<file path="src/rtl/alu_seq.sv">
// alu_seq: registered ALU with valid/ready handshakes on both sides.
//   Opcodes (6-bit, zero-extended when OPCODE_LENGTH is wider):
//   20h ADD, 22h SUB, 24h AND, 25h OR, 26h XOR, 27h NOR, 02h SRL, 03h SRA, 18h MUL.
//   Compile-time option ALU_MUL_EN: when defined, 18h is an iterative signed multiply
//   (DATA_LENGTH steps, latency DATA_LENGTH+1). When undefined, 18h is unsupported.
// Ports:
//   clk, reset          clock, synchronous active-high reset
//   i_valid / o_ready   input handshake; i_a, i_b, i_op are captured on accept
//   o_valid / i_ready   output handshake; result and flags are held while i_ready=0
//   o_result            result
//   o_zero, o_neg       result == 0, result MSB
//   o_carry, o_ovf      ADD carry / SUB borrow, signed overflow (ADD/SUB/MUL)
//   o_err               unsupported opcode
module alu_seq #(
    parameter int unsigned DATA_LENGTH   = 8,
    parameter int unsigned OPCODE_LENGTH = 6
) (
    input  logic                     clk,
    input  logic                     reset,
    input  logic                     i_valid,
    output logic                     o_ready,
    input  logic [DATA_LENGTH-1:0]   i_a,
    input  logic [DATA_LENGTH-1:0]   i_b,
    input  logic [OPCODE_LENGTH-1:0] i_op,
    output logic                     o_valid,
    input  logic                     i_ready,
    output logic [DATA_LENGTH-1:0]   o_result,
    output logic                     o_zero,
    output logic                     o_neg,
    output logic                     o_carry,
    output logic                     o_ovf,
    output logic                     o_err
);

    localparam int unsigned N = DATA_LENGTH;

    localparam logic [OPCODE_LENGTH-1:0] OP_ADD = OPCODE_LENGTH'(6'h20);
    localparam logic [OPCODE_LENGTH-1:0] OP_SUB = OPCODE_LENGTH'(6'h22);
    localparam logic [OPCODE_LENGTH-1:0] OP_AND = OPCODE_LENGTH'(6'h24);
    localparam logic [OPCODE_LENGTH-1:0] OP_OR  = OPCODE_LENGTH'(6'h25);
    localparam logic [OPCODE_LENGTH-1:0] OP_XOR = OPCODE_LENGTH'(6'h26);
    localparam logic [OPCODE_LENGTH-1:0] OP_NOR = OPCODE_LENGTH'(6'h27);
    localparam logic [OPCODE_LENGTH-1:0] OP_SRL = OPCODE_LENGTH'(6'h02);
    localparam logic [OPCODE_LENGTH-1:0] OP_SRA = OPCODE_LENGTH'(6'h03);

    typedef enum logic [1:0] {
        S_IDLE,
        S_OUT
`ifdef ALU_MUL_EN
        , S_MUL
`endif
    } state_t;

    state_t         state_q;
    logic           valid_q;
    logic [N-1:0]   result_q;
    logic           zero_q, neg_q, carry_q, ovf_q, err_q;

    logic           accept;
    logic [N:0]     sum_w, diff_w;
    logic           shift_big;
    logic [N-1:0]   res_d;
    logic           carry_d, ovf_d, err_d;

    assign o_ready  = (state_q == S_IDLE) || ((state_q == S_OUT) && i_ready);
    assign accept   = i_valid && o_ready;
    assign o_valid  = valid_q;
    assign o_result = result_q;
    assign o_zero   = zero_q;
    assign o_neg    = neg_q;
    assign o_carry  = carry_q;
    assign o_ovf    = ovf_q;
    assign o_err    = err_q;

    // Single-cycle datapath evaluated on the live inputs; only used on accept.
    always_comb begin
        res_d     = '0;
        carry_d   = 1'b0;
        ovf_d     = 1'b0;
        err_d     = 1'b0;
        sum_w     = {1'b0, i_a} + {1'b0, i_b};
        diff_w    = {1'b0, i_a} - {1'b0, i_b};
        shift_big = (i_b >= DATA_LENGTH'(DATA_LENGTH));
        case (i_op)
            OP_ADD: begin
                res_d   = sum_w[N-1:0];
                carry_d = sum_w[N];
                ovf_d   = (i_a[N-1] == i_b[N-1]) && (sum_w[N-1] != i_a[N-1]);
            end
            OP_SUB: begin
                res_d   = diff_w[N-1:0];
                carry_d = diff_w[N];
                ovf_d   = (i_a[N-1] != i_b[N-1]) && (diff_w[N-1] != i_a[N-1]);
            end
            OP_AND: res_d = i_a & i_b;
            OP_OR:  res_d = i_a | i_b;
            OP_XOR: res_d = i_a ^ i_b;
            OP_NOR: res_d = ~(i_a | i_b);
            OP_SRL: res_d = shift_big ? '0 : (i_a >> i_b);
            OP_SRA: res_d = shift_big ? {N{i_a[N-1]}} : N'($signed(i_a) >>> i_b);
            default: err_d = 1'b1;
        endcase
    end

`ifdef ALU_MUL_EN
    localparam int unsigned CNT_W = $clog2(DATA_LENGTH);
    localparam logic [OPCODE_LENGTH-1:0] OP_MUL = OPCODE_LENGTH'(6'h18);

    logic [2*N-1:0] mcand_q, prod_q, mul_acc;
    logic [N-1:0]   mplier_q;
    logic [CNT_W-1:0] cnt_q;
    logic           is_mul, mul_last, mul_ovf;

    assign is_mul   = (i_op == OP_MUL);
    assign mul_last = (cnt_q == CNT_W'(N-1));

    // Shift-add over the bits of B; the sign bit of B carries negative weight,
    // so the final step subtracts the shifted multiplicand.
    always_comb begin
        mul_acc = prod_q;
        if (mplier_q[0]) begin
            mul_acc = mul_last ? (prod_q - mcand_q) : (prod_q + mcand_q);
        end
        mul_ovf = (mul_acc[2*N-1:N] != {N{mul_acc[N-1]}});
    end
`endif

    always_ff @(posedge clk) begin
        if (reset) begin
            state_q  <= S_IDLE;
            valid_q  <= 1'b0;
            result_q <= '0;
            zero_q   <= 1'b0;
            neg_q    <= 1'b0;
            carry_q  <= 1'b0;
            ovf_q    <= 1'b0;
            err_q    <= 1'b0;
`ifdef ALU_MUL_EN
            mcand_q  <= '0;
            prod_q   <= '0;
            mplier_q <= '0;
            cnt_q    <= '0;
`endif
        end else if (accept) begin
`ifdef ALU_MUL_EN
            if (is_mul) begin
                state_q  <= S_MUL;
                valid_q  <= 1'b0;
                mcand_q  <= {{N{i_a[N-1]}}, i_a};
                mplier_q <= i_b;
                prod_q   <= '0;
                cnt_q    <= '0;
            end else
`endif
            begin
                state_q  <= S_OUT;
                valid_q  <= 1'b1;
                result_q <= res_d;
                zero_q   <= (res_d == '0);
                neg_q    <= res_d[N-1];
                carry_q  <= carry_d;
                ovf_q    <= ovf_d;
                err_q    <= err_d;
            end
        end else begin
            case (state_q)
                S_OUT: begin
                    if (i_ready) begin
                        state_q <= S_IDLE;
                        valid_q <= 1'b0;
                    end
                end
`ifdef ALU_MUL_EN
                S_MUL: begin
                    prod_q   <= mul_acc;
                    mcand_q  <= mcand_q << 1;
                    mplier_q <= mplier_q >> 1;
                    cnt_q    <= cnt_q + CNT_W'(1);
                    if (mul_last) begin
                        state_q  <= S_OUT;
                        valid_q  <= 1'b1;
                        result_q <= mul_acc[N-1:0];
                        zero_q   <= (mul_acc[N-1:0] == '0);
                        neg_q    <= mul_acc[N-1];
                        carry_q  <= 1'b0;
                        ovf_q    <= mul_ovf;
                        err_q    <= 1'b0;
                    end
                end
`endif
                default: ;
            endcase
        end
    end

endmodule

</file>
<file path="config.mk">
export PLATFORM = sky130hd
export DESIGN_NAME = alu_seq
export DESIGN_NICKNAME = d
export VERILOG_FILES = /design/src/rtl/alu_seq.sv
export SDC_FILE = /design/constraint.sdc
export NUM_CORES = 1
export LEC_CHECK = 0
export BUFFER_PORTS_ARGS = -buffer_cell sky130_fd_sc_hd__buf_2
export CORE_MARGIN = 1
export CORE_UTILIZATION = 30
export DETAILED_ROUTE_END_ITERATION = 12
export SYNTH_ARGS = -nofsm -noshare
export SYNTH_HDL_FRONTEND = slang
export SYNTH_SLANG_ARGS = --single-unit
</file>
<file path="constraint.sdc">
create_clock -name clk -period 3.7 [get_ports clk]
set_input_delay 0.74 -clock clk [delete_from_list [all_inputs] [get_ports clk]]
set_output_delay 0.74 -clock clk [all_outputs]
set_load 0.05 [all_outputs]
</file>
==> qor.yml <==
status: "complete, no violations"
fmaxAchievable_mhz: 345.4
post_cts_buffers: 0
syn_avg_cell_area_um2: 7.718
viasPerCell: 5.534
grt_pass1_wl_um: 11520
grt_max_degree: 36
num_rows: 32
end_kind: "flop"
grt_pass1_vias: 2337
worstPathArrival_ns: 3.03
cp-start-kind: "input port"
first_iter_violations: 160
fp.dieW_um: 91.02
timing.final.crit_share: 0.7826
final_cell_area_um2: 2676
clkTransAtPathRegs_ns: 0.05
vias: 2413
max_slew_margin: 0.5702
cp-startpoint: "i_b[2]"
fin_nets: 388
path_max_fanout: 11
clockRootBuffer: "clkbuf_8"
area_growth_pct: 12.58
powerDensity_nw_per_um2: 217.9
yosysSeqAreaShare: 0.1095
synth_top_area_share: 0.1316
core-area_um2: 7687
h-tree-depth: 1
drive_gt1_frac: 0.2126
reg2reg_from: "state_q[0]$_SDFFE_PP0P_"
drv_slew: 0
layout_commonest_cell: "buf_2"
synth_warnings: 0
hold_viol: 0
cts_tree: "built"
worst_pin_slew_ns: 0.6447
holdCritStartpoint: "o_carry$_SDFFE_PP0P_"
port_buffers: 40
dpl-instance-area_um2: 2631
drcViolationCount: 0
cts_buffers: 3
synth_cells: 308
ys_types: 74
cts_buffer_depth: 2
start_util: 0.3092
n_antenna_cell: 0
grt_setup_unrepaired: "false"
multi_input_area_um2: 1904
grt_usage: 0.1688
crit_type: "input port to flop"
async_flop_share: 0
die_area_um2: 8285
die_y_um: 91.02
netlist_area_um2: 2377
fillers: 820
synth_edf_count: 0
gp_congestion: 0.9380
yosys.area.top_type: "ha_1"
finalSetupViolations: 0
clock_latency_ns: 0.24
syn_nets: 361
cts_sinks: 13
seqCellArea_um2: 260.3
maxCapViolCount: 0
drt-pass1-iter-count: 4
crit_required_ns: 3.83
ctsResizeCount: 0
dp_hpwl_um: 5549
p_leak_nw: 1.208
ios: 41
routed_wl_um: 6983
synth_area_leaders: "ha_1 13%, dfxtp_1 11%, mux2i_1 5.5%, a21oi_1 5.1%, inv_1 4.1%"
mostFrequentLayoutCells: "40 x buf_2, 26 x inv_1, 25 x ha_1"
overflow: 0
ys_ff_latch: 13
irDropWorstVdd_mv: 0.08464
cts.hold.buffers_added: 0
hold_path_class: "flop to flop"
tns_ns: 0
fin_crit_ns: 2.896
clock_skew_ns: 0.0004694
synth_flop_cell: "dfxtp_1"
drtAntennaViolNets: 0
antenna_found_initial: 0
wire_per_inst_um: 16.02
[layout make-up]
type,count,share of cell area
inverters,27,0.03787
well taps,102,0.04769
multi-input cells,245,0.7115
flip-flops and latches,13,0.09724
clock buffers,4,0.01683
repair buffers,45,0.08883
[per-stage QoR]
| step | hold WS (ns) | total power [W] | std cells | util | worst slack, ns |
|---|---|---|---|---|---|
| after global placement | 0.4442 | 0.0004564 | 432 | 0.3423 | 0.5721 |
| final | 0.4555 | 0.0005832 | 436 | 0.3481 | 0.8044 |
| after CTS | 0.4583 | 0.0005866 | 436 | 0.3481 | 0.8224 |
| after detailed placement | 0.4503 | 0.0004575 | 432 | 0.3423 | 0.5731 |
| after floorplan | 0.6753 | 0.0003775 | 308 | - | 0.6396 |
| after global routing | 0.4788 | 0.0006238 | 436 | 0.3481 | 0.6058 |
[cell families (layout without fill, tap and decap cells)]
family / Yosys count / count (layout) / synth area share
compound gates: 90 / 90 / 0.2805
xor+xnor: 8 / 8 / 0.02947
simple gates: 97 / 97 / 0.2310
buf+inv: 50 / 76 / 0.08947
flops: 13 / 13 / 0.1095
mux: 23 / 23 / 0.1116
fa+ha+maj: 27 / 27 / 0.1484
[worst max-delay path: stages]
cell	delay [ns]
buf_2	0.19
inv_1	0.14
ha_1	0.42
or4_1	0.54
nand4b_1	0.13
a21oi_1	0.08
o41a_1	0.35
and4_1	0.23
a31o_1	0.20
[worst paths after layout]
kind / cells after the start / endpoint / slack (ns)
min reg2reg: 2 / o_carry$_SDFFE_PP0P_ / 0.46
max: 9 / o_zero$_SDFFE_PP0P_ / 0.80
min: 2 / o_carry$_SDFFE_PP0P_ / 0.46
max reg2reg: 7 / o_zero$_SDFFE_PP0P_ / 2.07
[where the power goes]
part | switching, W | internal (W)
registers | 0.00000417 | 0.000149
clock network | 0.0000496 | 0.0000760
logic | 0.000193 | 0.000111
total | 0.000247 | 0.000336
[flip-flops by register name (all words and copies together) (netlist names)]
name / flops
o_carry: 1
state_q: 1
o_ovf: 1
o_zero: 1
o_result: 8
o_err: 1
[per-layer routing]
| metal | global-route usage | share of wire | routed length (um) |
|---|---|---|---|
| met4 | 0.05423 | 0.024 | 165 |
| met1 | 0.2181 | 0.47 | 3266 |
| met2 | 0.2898 | 0.47 | 3273 |
| met3 | 0.02094 | 0.040 | 278 |
| met5 | 0 | 0 | 0 |
[synthesized netlist by cell type, types with 2 or more instances]
cell type and n:
nor2_2 2, mux2i_1 13, inv_1 26, xor2_1 2, o211a_1 2, o21a_1 3
nand4_1 3, xnor2_1 6, ha_1 25, nor2b_1 8, nand4b_1 4, buf_2 5
fa_1 2, or3_1 2, and3_1 4, nor3_1 11, o211ai_1 8, o311ai_0 2
a21o_1 4, nand3_1 3, nor2_1 20, buf_1 2, nor4_1 3, mux2_2 8
clkbuf_1 13, dfxtp_1 13, and2_1 2, o211ai_2 2, and4_1 2, a41oi_1 2
o41ai_1 2, nand2b_1 3, mux4_2 2, a211oi_1 9, o21ai_0 7, a21oi_1 24
a211o_1 2, nor3b_1 2, buf_6 2, nand2_1 18, o31ai_1 2
No activity file was read; power rests on OpenSTA's default activity.
